<file path="src/rtl/riscv_commit_monitor.sv">
// Commit monitor: matches writeback/store traffic against programmable PASS/FAIL channels, plus timeout/hang and retire counters.
// Latency: the verdict is registered one cycle after the deciding event is sampled; it stays sticky in DONE.
// Backpressure: none; this is a passive tap and observes every input cycle.
module riscv_commit_monitor #(
    parameter int NUM_CHK    = 4,
    parameter int CW         = (NUM_CHK > 1) ? $clog2(NUM_CHK) : 1,
    parameter int HANG_LIMIT = 256
) (
    input  logic                   clk,
    input  logic                   rst_n,
    input  logic                   enable,
    input  logic                   wb_valid,
    input  logic [4:0]             wb_rd,
    input  logic [31:0]            wb_data,
    input  logic [31:0]            wb_pc,
    input  logic                   st_valid,
    input  logic [31:0]            st_addr,
    input  logic [3:0]             st_be,
    input  logic [31:0]            st_data,
    input  logic [NUM_CHK-1:0]     chk_en,
    input  logic [NUM_CHK-1:0]     chk_kind,
    input  logic [NUM_CHK-1:0]     chk_is_fail,
    input  logic [NUM_CHK-1:0]     chk_use_val,
    input  logic [32*NUM_CHK-1:0]  chk_key,
    input  logic [32*NUM_CHK-1:0]  chk_val,
    input  logic [31:0]            max_cycles,
    output logic                   done,
    output logic                   pass,
    output logic                   fail,
    output logic                   timeout,
    output logic                   hang,
    output logic [CW-1:0]          hit_chan,
    output logic [31:0]            hit_pc,
    output logic [31:0]            hit_data,
    output logic [31:0]            cycle_cnt,
    output logic [31:0]            wb_cnt,
    output logic [31:0]            st_cnt
);

    localparam logic [1:0]  ST_IDLE  = 2'd0;
    localparam logic [1:0]  ST_RUN   = 2'd1;
    localparam logic [1:0]  ST_DONE  = 2'd2;
    localparam logic [31:0] HANG_LIM = 32'(HANG_LIMIT);

    function automatic logic [31:0] sat_inc(input logic [31:0] v);
        return (v == 32'hFFFF_FFFF) ? v : v + 32'd1;
    endfunction

    logic [1:0]             state_q, state_d;
    logic [NUM_CHK-1:0]     cfg_en_q, cfg_en_d;
    logic [NUM_CHK-1:0]     cfg_kind_q, cfg_kind_d;
    logic [NUM_CHK-1:0]     cfg_fail_q, cfg_fail_d;
    logic [NUM_CHK-1:0]     cfg_useval_q, cfg_useval_d;
    logic [32*NUM_CHK-1:0]  cfg_key_q, cfg_key_d;
    logic [32*NUM_CHK-1:0]  cfg_val_q, cfg_val_d;
    logic [31:0]            max_cycles_q, max_cycles_d;
    logic [NUM_CHK-1:0]     hits_q, hits_d;
    logic [31:0]            idle_q, idle_d;
    logic [31:0]            cycle_cnt_q, cycle_cnt_d;
    logic [31:0]            wb_cnt_q, wb_cnt_d;
    logic [31:0]            st_cnt_q, st_cnt_d;
    logic                   pass_q, pass_d;
    logic                   fail_q, fail_d;
    logic                   timeout_q, timeout_d;
    logic                   hang_q, hang_d;
    logic [CW-1:0]          hit_chan_q, hit_chan_d;
    logic [31:0]            hit_pc_q, hit_pc_d;
    logic [31:0]            hit_data_q, hit_data_d;

    logic [NUM_CHK-1:0]     wb_match, st_match;
    logic [NUM_CHK-1:0]     chan_hit, fail_hit, pass_hit, pass_req, hits_nxt;
    logic [31:0]            st_mask, idle_nxt;
    logic                   pass_evt, timeout_evt, hang_evt;
    logic [CW-1:0]          fail_chan, pass_chan;
    logic [31:0]            fail_data, pass_data;

    assign st_mask = {{8{st_be[3]}}, {8{st_be[2]}}, {8{st_be[1]}}, {8{st_be[0]}}};

    // Per-channel raw match against the latched configuration; WB and store paths are independent.
    always_comb begin
        wb_match = '0;
        st_match = '0;
        for (int i = 0; i < NUM_CHK; i++) begin
            wb_match[i] = wb_valid && !cfg_kind_q[i] && (wb_rd != 5'd0) &&
                          (wb_rd == cfg_key_q[32*i +: 5]) &&
                          (!cfg_useval_q[i] || (wb_data == cfg_val_q[32*i +: 32]));
            st_match[i] = st_valid && cfg_kind_q[i] && (st_be != 4'd0) &&
                          (st_addr == cfg_key_q[32*i +: 32]) &&
                          (!cfg_useval_q[i] || (((st_data ^ cfg_val_q[32*i +: 32]) & st_mask) == 32'd0));
        end
    end

    assign chan_hit    = (wb_match | st_match) & cfg_en_q;
    assign fail_hit    = chan_hit & cfg_fail_q;
    assign pass_hit    = chan_hit & ~cfg_fail_q;
    assign pass_req    = cfg_en_q & ~cfg_fail_q;
    // This cycle's hits count towards completion, so the last requirement decides immediately.
    assign hits_nxt    = hits_q | pass_hit;
    assign pass_evt    = (pass_req != '0) && ((hits_nxt & pass_req) == pass_req);
    assign timeout_evt = (max_cycles_q != 32'd0) && (cycle_cnt_q == max_cycles_q - 32'd1);
    assign idle_nxt    = (wb_valid || st_valid) ? 32'd0 : sat_inc(idle_q);
    assign hang_evt    = (HANG_LIM != 32'd0) && (idle_nxt == HANG_LIM);

    // Lowest-index deciding channel and its event data, separately for FAIL and PASS.
    always_comb begin
        fail_chan = '0;
        fail_data = '0;
        pass_chan = '0;
        pass_data = '0;
        for (int i = NUM_CHK - 1; i >= 0; i--) begin
            if (fail_hit[i]) begin
                fail_chan = CW'(i);
                fail_data = cfg_kind_q[i] ? st_data : wb_data;
            end
            if (pass_hit[i]) begin
                pass_chan = CW'(i);
                pass_data = cfg_kind_q[i] ? st_data : wb_data;
            end
        end
    end

    // FSM, config latch, counters and verdict capture.
    always_comb begin
        state_d      = state_q;
        cfg_en_d     = cfg_en_q;
        cfg_kind_d   = cfg_kind_q;
        cfg_fail_d   = cfg_fail_q;
        cfg_useval_d = cfg_useval_q;
        cfg_key_d    = cfg_key_q;
        cfg_val_d    = cfg_val_q;
        max_cycles_d = max_cycles_q;
        hits_d       = hits_q;
        idle_d       = idle_q;
        cycle_cnt_d  = cycle_cnt_q;
        wb_cnt_d     = wb_cnt_q;
        st_cnt_d     = st_cnt_q;
        pass_d       = pass_q;
        fail_d       = fail_q;
        timeout_d    = timeout_q;
        hang_d       = hang_q;
        hit_chan_d   = hit_chan_q;
        hit_pc_d     = hit_pc_q;
        hit_data_d   = hit_data_q;

        case (state_q)
            ST_IDLE: begin
                if (enable) begin
                    state_d      = ST_RUN;
                    cfg_en_d     = chk_en;
                    cfg_kind_d   = chk_kind;
                    cfg_fail_d   = chk_is_fail;
                    cfg_useval_d = chk_use_val;
                    cfg_key_d    = chk_key;
                    cfg_val_d    = chk_val;
                    max_cycles_d = max_cycles;
                end
            end
            ST_RUN: begin
                if (!enable) begin
                    state_d = ST_IDLE;
                end else begin
                    cycle_cnt_d = sat_inc(cycle_cnt_q);
                    if (wb_valid) begin
                        wb_cnt_d = sat_inc(wb_cnt_q);
                        hit_pc_d = wb_pc;
                    end
                    if (st_valid) begin
                        st_cnt_d = sat_inc(st_cnt_q);
                    end
                    idle_d = idle_nxt;
                    hits_d = hits_nxt;
                    if (fail_hit != '0) begin
                        state_d    = ST_DONE;
                        fail_d     = 1'b1;
                        hit_chan_d = fail_chan;
                        hit_data_d = fail_data;
                    end else if (pass_evt) begin
                        state_d    = ST_DONE;
                        pass_d     = 1'b1;
                        hit_chan_d = pass_chan;
                        hit_data_d = pass_data;
                    end else if (timeout_evt) begin
                        state_d   = ST_DONE;
                        timeout_d = 1'b1;
                    end else if (hang_evt) begin
                        state_d = ST_DONE;
                        hang_d  = 1'b1;
                    end
                end
            end
            ST_DONE: begin
                if (!enable) begin
                    state_d = ST_IDLE;
                end
            end
            default: state_d = ST_IDLE;
        endcase

        // Arming, aborting and leaving DONE all start from a clean slate.
        if ((state_q == ST_IDLE && enable) || (state_q != ST_IDLE && !enable)) begin
            hits_d      = '0;
            idle_d      = '0;
            cycle_cnt_d = '0;
            wb_cnt_d    = '0;
            st_cnt_d    = '0;
            pass_d      = 1'b0;
            fail_d      = 1'b0;
            timeout_d   = 1'b0;
            hang_d      = 1'b0;
            hit_chan_d  = '0;
            hit_pc_d    = '0;
            hit_data_d  = '0;
        end
    end

    // State registers with synchronous active-low reset.
    always_ff @(posedge clk) begin
        if (!rst_n) begin
            state_q      <= ST_IDLE;
            cfg_en_q     <= '0;
            cfg_kind_q   <= '0;
            cfg_fail_q   <= '0;
            cfg_useval_q <= '0;
            cfg_key_q    <= '0;
            cfg_val_q    <= '0;
            max_cycles_q <= '0;
            hits_q       <= '0;
            idle_q       <= '0;
            cycle_cnt_q  <= '0;
            wb_cnt_q     <= '0;
            st_cnt_q     <= '0;
            pass_q       <= 1'b0;
            fail_q       <= 1'b0;
            timeout_q    <= 1'b0;
            hang_q       <= 1'b0;
            hit_chan_q   <= '0;
            hit_pc_q     <= '0;
            hit_data_q   <= '0;
        end else begin
            state_q      <= state_d;
            cfg_en_q     <= cfg_en_d;
            cfg_kind_q   <= cfg_kind_d;
            cfg_fail_q   <= cfg_fail_d;
            cfg_useval_q <= cfg_useval_d;
            cfg_key_q    <= cfg_key_d;
            cfg_val_q    <= cfg_val_d;
            max_cycles_q <= max_cycles_d;
            hits_q       <= hits_d;
            idle_q       <= idle_d;
            cycle_cnt_q  <= cycle_cnt_d;
            wb_cnt_q     <= wb_cnt_d;
            st_cnt_q     <= st_cnt_d;
            pass_q       <= pass_d;
            fail_q       <= fail_d;
            timeout_q    <= timeout_d;
            hang_q       <= hang_d;
            hit_chan_q   <= hit_chan_d;
            hit_pc_q     <= hit_pc_d;
            hit_data_q   <= hit_data_d;
        end
    end

    assign done      = (state_q == ST_DONE);
    assign pass      = pass_q;
    assign fail      = fail_q;
    assign timeout   = timeout_q;
    assign hang      = hang_q;
    assign hit_chan  = done ? hit_chan_q : '0;
    assign hit_pc    = done ? hit_pc_q : 32'd0;
    assign hit_data  = done ? hit_data_q : 32'd0;
    assign cycle_cnt = cycle_cnt_q;
    assign wb_cnt    = wb_cnt_q;
    assign st_cnt    = st_cnt_q;

endmodule

</file>
<file path="config.mk">
export PLATFORM = sky130hd
export DESIGN_NAME = riscv_commit_monitor
export DESIGN_NICKNAME = d
export VERILOG_FILES = /design/src/rtl/riscv_commit_monitor.sv
export SDC_FILE = /design/constraint.sdc
export NUM_CORES = 2
export LEC_CHECK = 0
export ABC_CLOCK_PERIOD_IN_PS = 4500
export CELL_PAD_IN_SITES_DETAIL_PLACEMENT = 1
export CELL_PAD_IN_SITES_GLOBAL_PLACEMENT = 1
export CORE_UTILIZATION = 39
export DETAILED_ROUTE_END_ITERATION = 10
export PLACE_DENSITY_LB_ADDON = 0.15
export SYNTH_ARGS = -nofsm -noshare
export SYNTH_HDL_FRONTEND = slang
export SYNTH_SLANG_ARGS = --single-unit
</file>
<file path="constraint.sdc">
create_clock -name clk -period 4.5 [get_ports clk]
set_clock_uncertainty 0.05 [all_clocks]
set_input_delay 0.9 -clock clk [delete_from_list [all_inputs] [get_ports clk]]
set_output_delay 0.9 -clock clk [all_outputs]
set_load 0.005 [all_outputs]
</file>
-- Word-level counts from Yosys, hierarchy flattened
Cells that the tools add are included.
- flip-flop bits (word level): 508
- output and inout bits: 167
- word-level logic and storage cells: 189
- input port bits: 446
- reductions and logical operators: 80
- bitwise logic cells: 23
- add/subtract/negate cells: 5
- equality and inequality tests: 24
- muxes and demuxes: 37
- operator list (cell ; count):
    $mux 32 ; 18
    $eq 32x32->1 ; 9
    $add 32x1->32 const B ; 4
    $and 32x32->32 ; 4
    $eq 32x32->1 const B ; 4
    $logic_not 32->1 ; 4
    $xor 32x32->32 ; 4
    $logic_and 1x1->1 ; 36
    $mux 2 ; 18
    $eq 32x9->1 const B ; 1
    $reduce_bool 32->1 ; 1
    $sub 32x1->32 const B ; 1
    $and 4x4->4 ; 5
    $eq 5x5->1 ; 4
    $reduce_and 3->1 ; 5
    $reduce_and 4->1 ; 3
    $reduce_bool 4->1 ; 3
    $logic_or 1x1->1 ; 10
    $logic_not 1->1 ; 9
    $or 4x4->4 ; 2
    $not 1->1 ; 7
    $ne 6x6->1 const B ; 1
    $pmux 2 s3 ; 1
    $reduce_and 6->1 ; 1
    11 further kinds ; 14

-- Logic depth before layout (Yosys ltp)
- depth in word-level cells: 16
- gate-level depth with buffers: 14

-- Worst setup path after synthesis
Ideal clock, no wire load.
- path type: input-to-reg
- start point: input st_addr[12]
- end point: register hit_data_q[20]
- setup time: 70 ps
- path slack: 857 ps
- arrival time: 3523 ps
- stages on the path: 13
- path through: clkbuf_1 xnor2_1 nand4_1 nor4_1 nand3_1 or2_1 clkbuf_1 a21o_1 mux2_2 buf_1 a221oi_1 or4_1 o2bb2ai_1
- cells in the longest elaborated chain, start to end: 12
- elaborated cells on any way between the ends: 33
- ends and longest elaborated chain (element ; line ; text):
    start, declared ; 17 ; input logic [31:0] st_addr,
    $eq 32x32->1 ; 88 ; (st_addr == cfg_key_q[32*i +: 32]) &&
    $logic_and 1x1->1 ; 87 ; st_match[i] = st_valid && cfg_kind_q[i] && (st_be != 4'd0) &&
    $logic_and 1x1->1 ; 88 ;
    $or 4x4->4 * ; 93 ; assign chan_hit = (wb_match | st_match) & cfg_en_q;
    $and 4x4->4 * ; 93 ;
    $and 4x4->4 ; 95 ; assign pass_hit = chan_hit & ~cfg_fail_q;
    $or 4x4->4 or $mux 32 (tied branches) ; 98, 115 ;
    $and 4x4->4 or $mux 32 (tied branches) ; 99, 115 ;
    $eq 4x4->1 or $mux 32 (tied branches) ; 99, 115 ;
    $logic_and 1x1->1 or $mux 32 (tied branches) ; 99, 115 ;
    $reduce_bool 2->1 (no line) or $mux 32 (tied branches) ; - ;
    $reduce_and 3->1 (no line) or $mux 32 (tied branches) ; - ;
    end signal, assigned ; 259 ; hit_data_q <= hit_data_d;
    end, declared ; 68 ; logic [31:0] hit_data_q, hit_data_d;
Mark *: on every way between the ends. The rest lies on a longest branch, timed or not. The select of a mux whose other input is x is not followed.
A chain may end at the register's enable or synchronous reset.

-- Worst setup path in the final report
- start point: input st_addr[7]
- end point: register hit_data_q[30]
The elaborated chain is that of the path after synthesis.

==> metrics.md <==
| Metric | Value |
|---|---|
| RSZ-0062 raised after global routing | `no` |
| Asr flop ratio synth | `0%` |
| Ordered cell list for the critical path | `clkdlybuf4s50_1, buf_4, nand2b_1, o221ai_1, nor4_1, nand4_1, nor3_1, or2_1, o31ai_1, and3_1, a2111oi_0, a211oi_1` |
| Crit-path max FO | `6` |
| Clock Latency Late Sink | `0.66 ns` |
| Post-Layout Cell Count | `5217` |
| Iteration-0 DRC count of the detailed router | `1849` |
| Antenna violations before repair | `15` |
| Pre-antenna DRT Iters | `5` |
| Clk root buf | `clkbuf_16` |
| Post-CTS Resized | `0` |
| Slew headroom | `39.38%` |
| Worst setup EP type | `register` |
| Leakage | `14.68 nW` |
| Area delta synth->final | `34.72%` |
| Fin. max-slew vios | `0` |
| Worst Path Required | `4.98 ns` |
| Path depth of the worst reg2reg path | `11` |
| Core Area | `77470 um2` |
| Peak Freq | `236.5 MHz` |
| Clock Tree Buf Depth | `3` |
| Average size of a mapped cell | `8.755 um2` |
| Max stage delay on crit path | `0.72 ns` |
| RR Startpoint | `idle_q[1]` |
| DP Cell Count | `5097` |
| Type of the tightest min-delay check | `reg -> reg` |
| Fraction of layout cells with a size suffix above 1 | `11.10%` |
| I/O pin count | `613` |
| Overflow after GRT | `0` |
| Top Family by Delay on Critical Path | `simple AND/OR/NAND/NOR gates` |
| Critical Path AT | `4.71 ns` |
| Post-DR wirelength/cell | `24.40 um` |
| Crit start category | `primary input` |
| Via density | `5.576` |
| Peak VDD IR | `0.0002983 V` |
| Reg2reg end | `state_q[1]` |
| Worst-margin pin slew | `0.9093 ns` |
| Largest net degree at the start of global routing | `214` |
| Initial Utilization | `39.48%` |
| Hpwl dp | `98380 um` |
| Post-CTS Setup Bufs | `0` |
| Final setup fails | `0` |
| Die Y | `282.0 um` |
| Final Hold Vio Count | `0` |
| Row cnt | `102` |
| Crit path capture | `hit_data_q[30]` |
| Setup crit start | `st_addr[7]` |
| Netlist cell types | `93` |
| Routed via count | `29090` |
| Yosys warnings | `0` |
| Tot Pwr | `14.15 mW` |
| Clock sinks | `508` |
| Buffers & Inverters on Critical Path | `2` |
| RePlAce Congestion | `1.005` |
| Nets | `4571` |
| Antenna Nets Post-Route | `0` |
| Period utilization | `93.96%` |
| CTS tree | `yes` |
| Residual DRC count | `0` |
| FILL cells | `8878` |
| Seq cells post-synth | `508` |
| Synth Flop Type | `dfxtp_1` |
| Post-cts hold buffer count | `0` |
| Hold path start | `hit_pc_q[9]` |
| Die area | `79540 um2` |
| TritonCTS Buffers | `58` |
| Max_cap viols | `0` |
| Slowest CP cell | `clkdlybuf4s50_1` |
| Vias in the first global route | `29520` |
| Instance count of the mapped netlist | `3493` |
| Width of the die | `282.0 um` |
| Total GRT Usage | `31.15%` |
| Drt total wl | `127300 um` |
| Worst path depth | `12` |
| First-pass GRT wire length | `188000 um` |
| Kind of critical path | `in -> reg` |
| Seq/Total Area, Yosys | `33.26%` |
| Clock transition at path regs | `0.07 ns` |
| Outcome | `finished, final reports clean` |
| Power density over the cells | `343.3 nW/um2` |
| CTS HTree Levels | `2` |
| Post-synth EDFFs | `0` |
| Port Buf Inserts | `612` |
| Syn Nets | `3947` |
| Reg2reg setup slack | `0.73 ns` |
| Fin crit period | `4.228 ns` |
| Post-Syn Area | `30580 um2` |
-- placed cells by master, fill, tap and decap left out, drive strengths merged, types with 11 or more instances in the layout --
| cell | n |
|---|---|
| nand2b | 14 |
| dfxtp | 508 |
| nor2 | 175 |
| a21o | 20 |
| a221oi | 26 |
| nand2 | 161 |
| clkbuf | 82 |
| a21oi | 145 |
| inv | 30 |
| or3 | 32 |
| nor3 | 72 |
| nor4 | 61 |
| and3 | 27 |
| clkinv | 12 |
| o31ai | 22 |
| nor2b | 317 |
| diode | 15 |
| a211oi | 44 |
| buf | 250 |
| xnor2 | 342 |
| and4 | 11 |
| nand3 | 97 |
| and2 | 76 |
| mux2 | 65 |
| xor2 | 186 |
| a31oi | 13 |
| nand4 | 124 |
| a211o | 16 |
| mux2i | 351 |
| a311oi | 15 |
| o21ai | 97 |
| clkdlybuf4s50 | 611 |
| or4 | 20 |
| o211a | 15 |
-- worst min-delay path, stage by stage (launching register included) --
cell     delay [ns]
dfxtp_1        0.30
nand2_1        0.05
a21oi_1        0.05
-- power breakdown --
part / internal, mW / leakage [nW] / switching, mW / total (mW)
Combinational: 1.85 / 9.57 / 1.96 / 3.81
Sequential: 4.88 / 4.14 / 0.507 / 5.38
Clock: 2.88 / 0.967 / 2.08 / 4.95
-- worst min-delay path by stage --
stage / slack (ns) / cells past startpoint / end
2_1_floorplan: 0.37 / 1 / hit_data_q[16]
3_3_place_gp: 0.39 / 2 / hit_pc_q[29]
3_5_place_dp: 0.39 / 2 / hit_pc_q[30]
4_1_cts: 0.40 / 2 / hit_pc_q[30]
5_1_grt: 0.42 / 2 / hit_pc_q[12]
6_report: 0.40 / 2 / hit_pc_q[9]
-- synthesized netlist by cell type, drive strengths merged, types with 22 or more instances --
cell type,instances,area [um2]
and3,27,173.9
a211oi,44,335.3
nand4,124,805.8
and2,76,475.5
clkbuf,192,721.9
nand2,161,604.3
nor2,175,659.4
mux2i,351,3513
xnor2,342,2995
nor3,72,386.6
xor2,186,1629
nor4,61,417.9
nor2b,317,1983
or3,32,201.5
inv,27,101.4
dfxtp,508,10170
o21ai,97,485.5
a21oi,145,725.7
a221oi,26,227.7
mux2,65,732.0
buf,105,479.2
nand3,97,513.0
o31ai,22,183.9
-- metal layers --
layer / part of all wire, % / vias up / GRT usage [%] / wire length [um]
li1: - / 13530 / - / -
met1: 42 / 14270 / 40.08 / 54030
met2: 47 / 1043 / 51.92 / 60000
met3: 6.6 / 240 / 5.063 / 8458
met4: 3.8 / 0 / 12.07 / 4778
met5: 0 / - / 0 / 0
-- sequential cells by signal, indices dropped and copies added, names as in the netlist --
register and cells:
cfg_key_q 128, pass 1, hang 1, hit_pc_q 32, cfg_fail_q 4, wb_cnt 32, timeout 1, fail 1
state_q 2, hit_chan_q 2, cfg_kind_q 4, hits_q 4, cfg_useval_q 4, cfg_val_q 128, idle_q 32, hit_data_q 32
max_cycles_q 32, st_cnt 32, cfg_en_q 4, cycle_cnt 32
-- cell type report --
type | instances | area [um2] | area share (%)
Clock buffer | 82 | 1672 | 4.057
Clock inverter | 23 | 296.5 | 0.7198
Antenna cell | 15 | 37.54 | 0.09111
Sequential cell | 508 | 10170 | 24.69
Timing Repair Buffer | 861 | 8459 | 20.53
Inverter | 27 | 101.3 | 0.2460
Tap cell | 1040 | 1301 | 3.158
Multi-Input combinational cell | 2661 | 19160 | 46.50
-- metrics by stage --
step	instance area (um2)	hold WS (ns)	worst slack [ns]	utilization (%)	TNS, ns
after floorplan	30580	0.3742	0.8571	-	0
after global placement	39190	0.3877	-0.3143	50.59	-4.760
after detailed placement	39190	0.3927	-0.2959	50.59	-7.062
after CTS	41160	0.4009	0.3593	53.14	0
after global routing	41200	0.4170	0.0003930	53.18	0
final	41200	0.3982	0.2719	53.18	0
-- cells by family after synthesis --
kind of cell / share of synthesized area, %
and+or+nand+nor: 22.23
xor gates and xnor gates: 15.12
DFF: 33.26
AOI/OAI and AO/OA: 10.92
muxes: 13.88
buffers and inverters: 4.259
adders and majority gates: 0.3273
(Power assumes the default switching activity.)
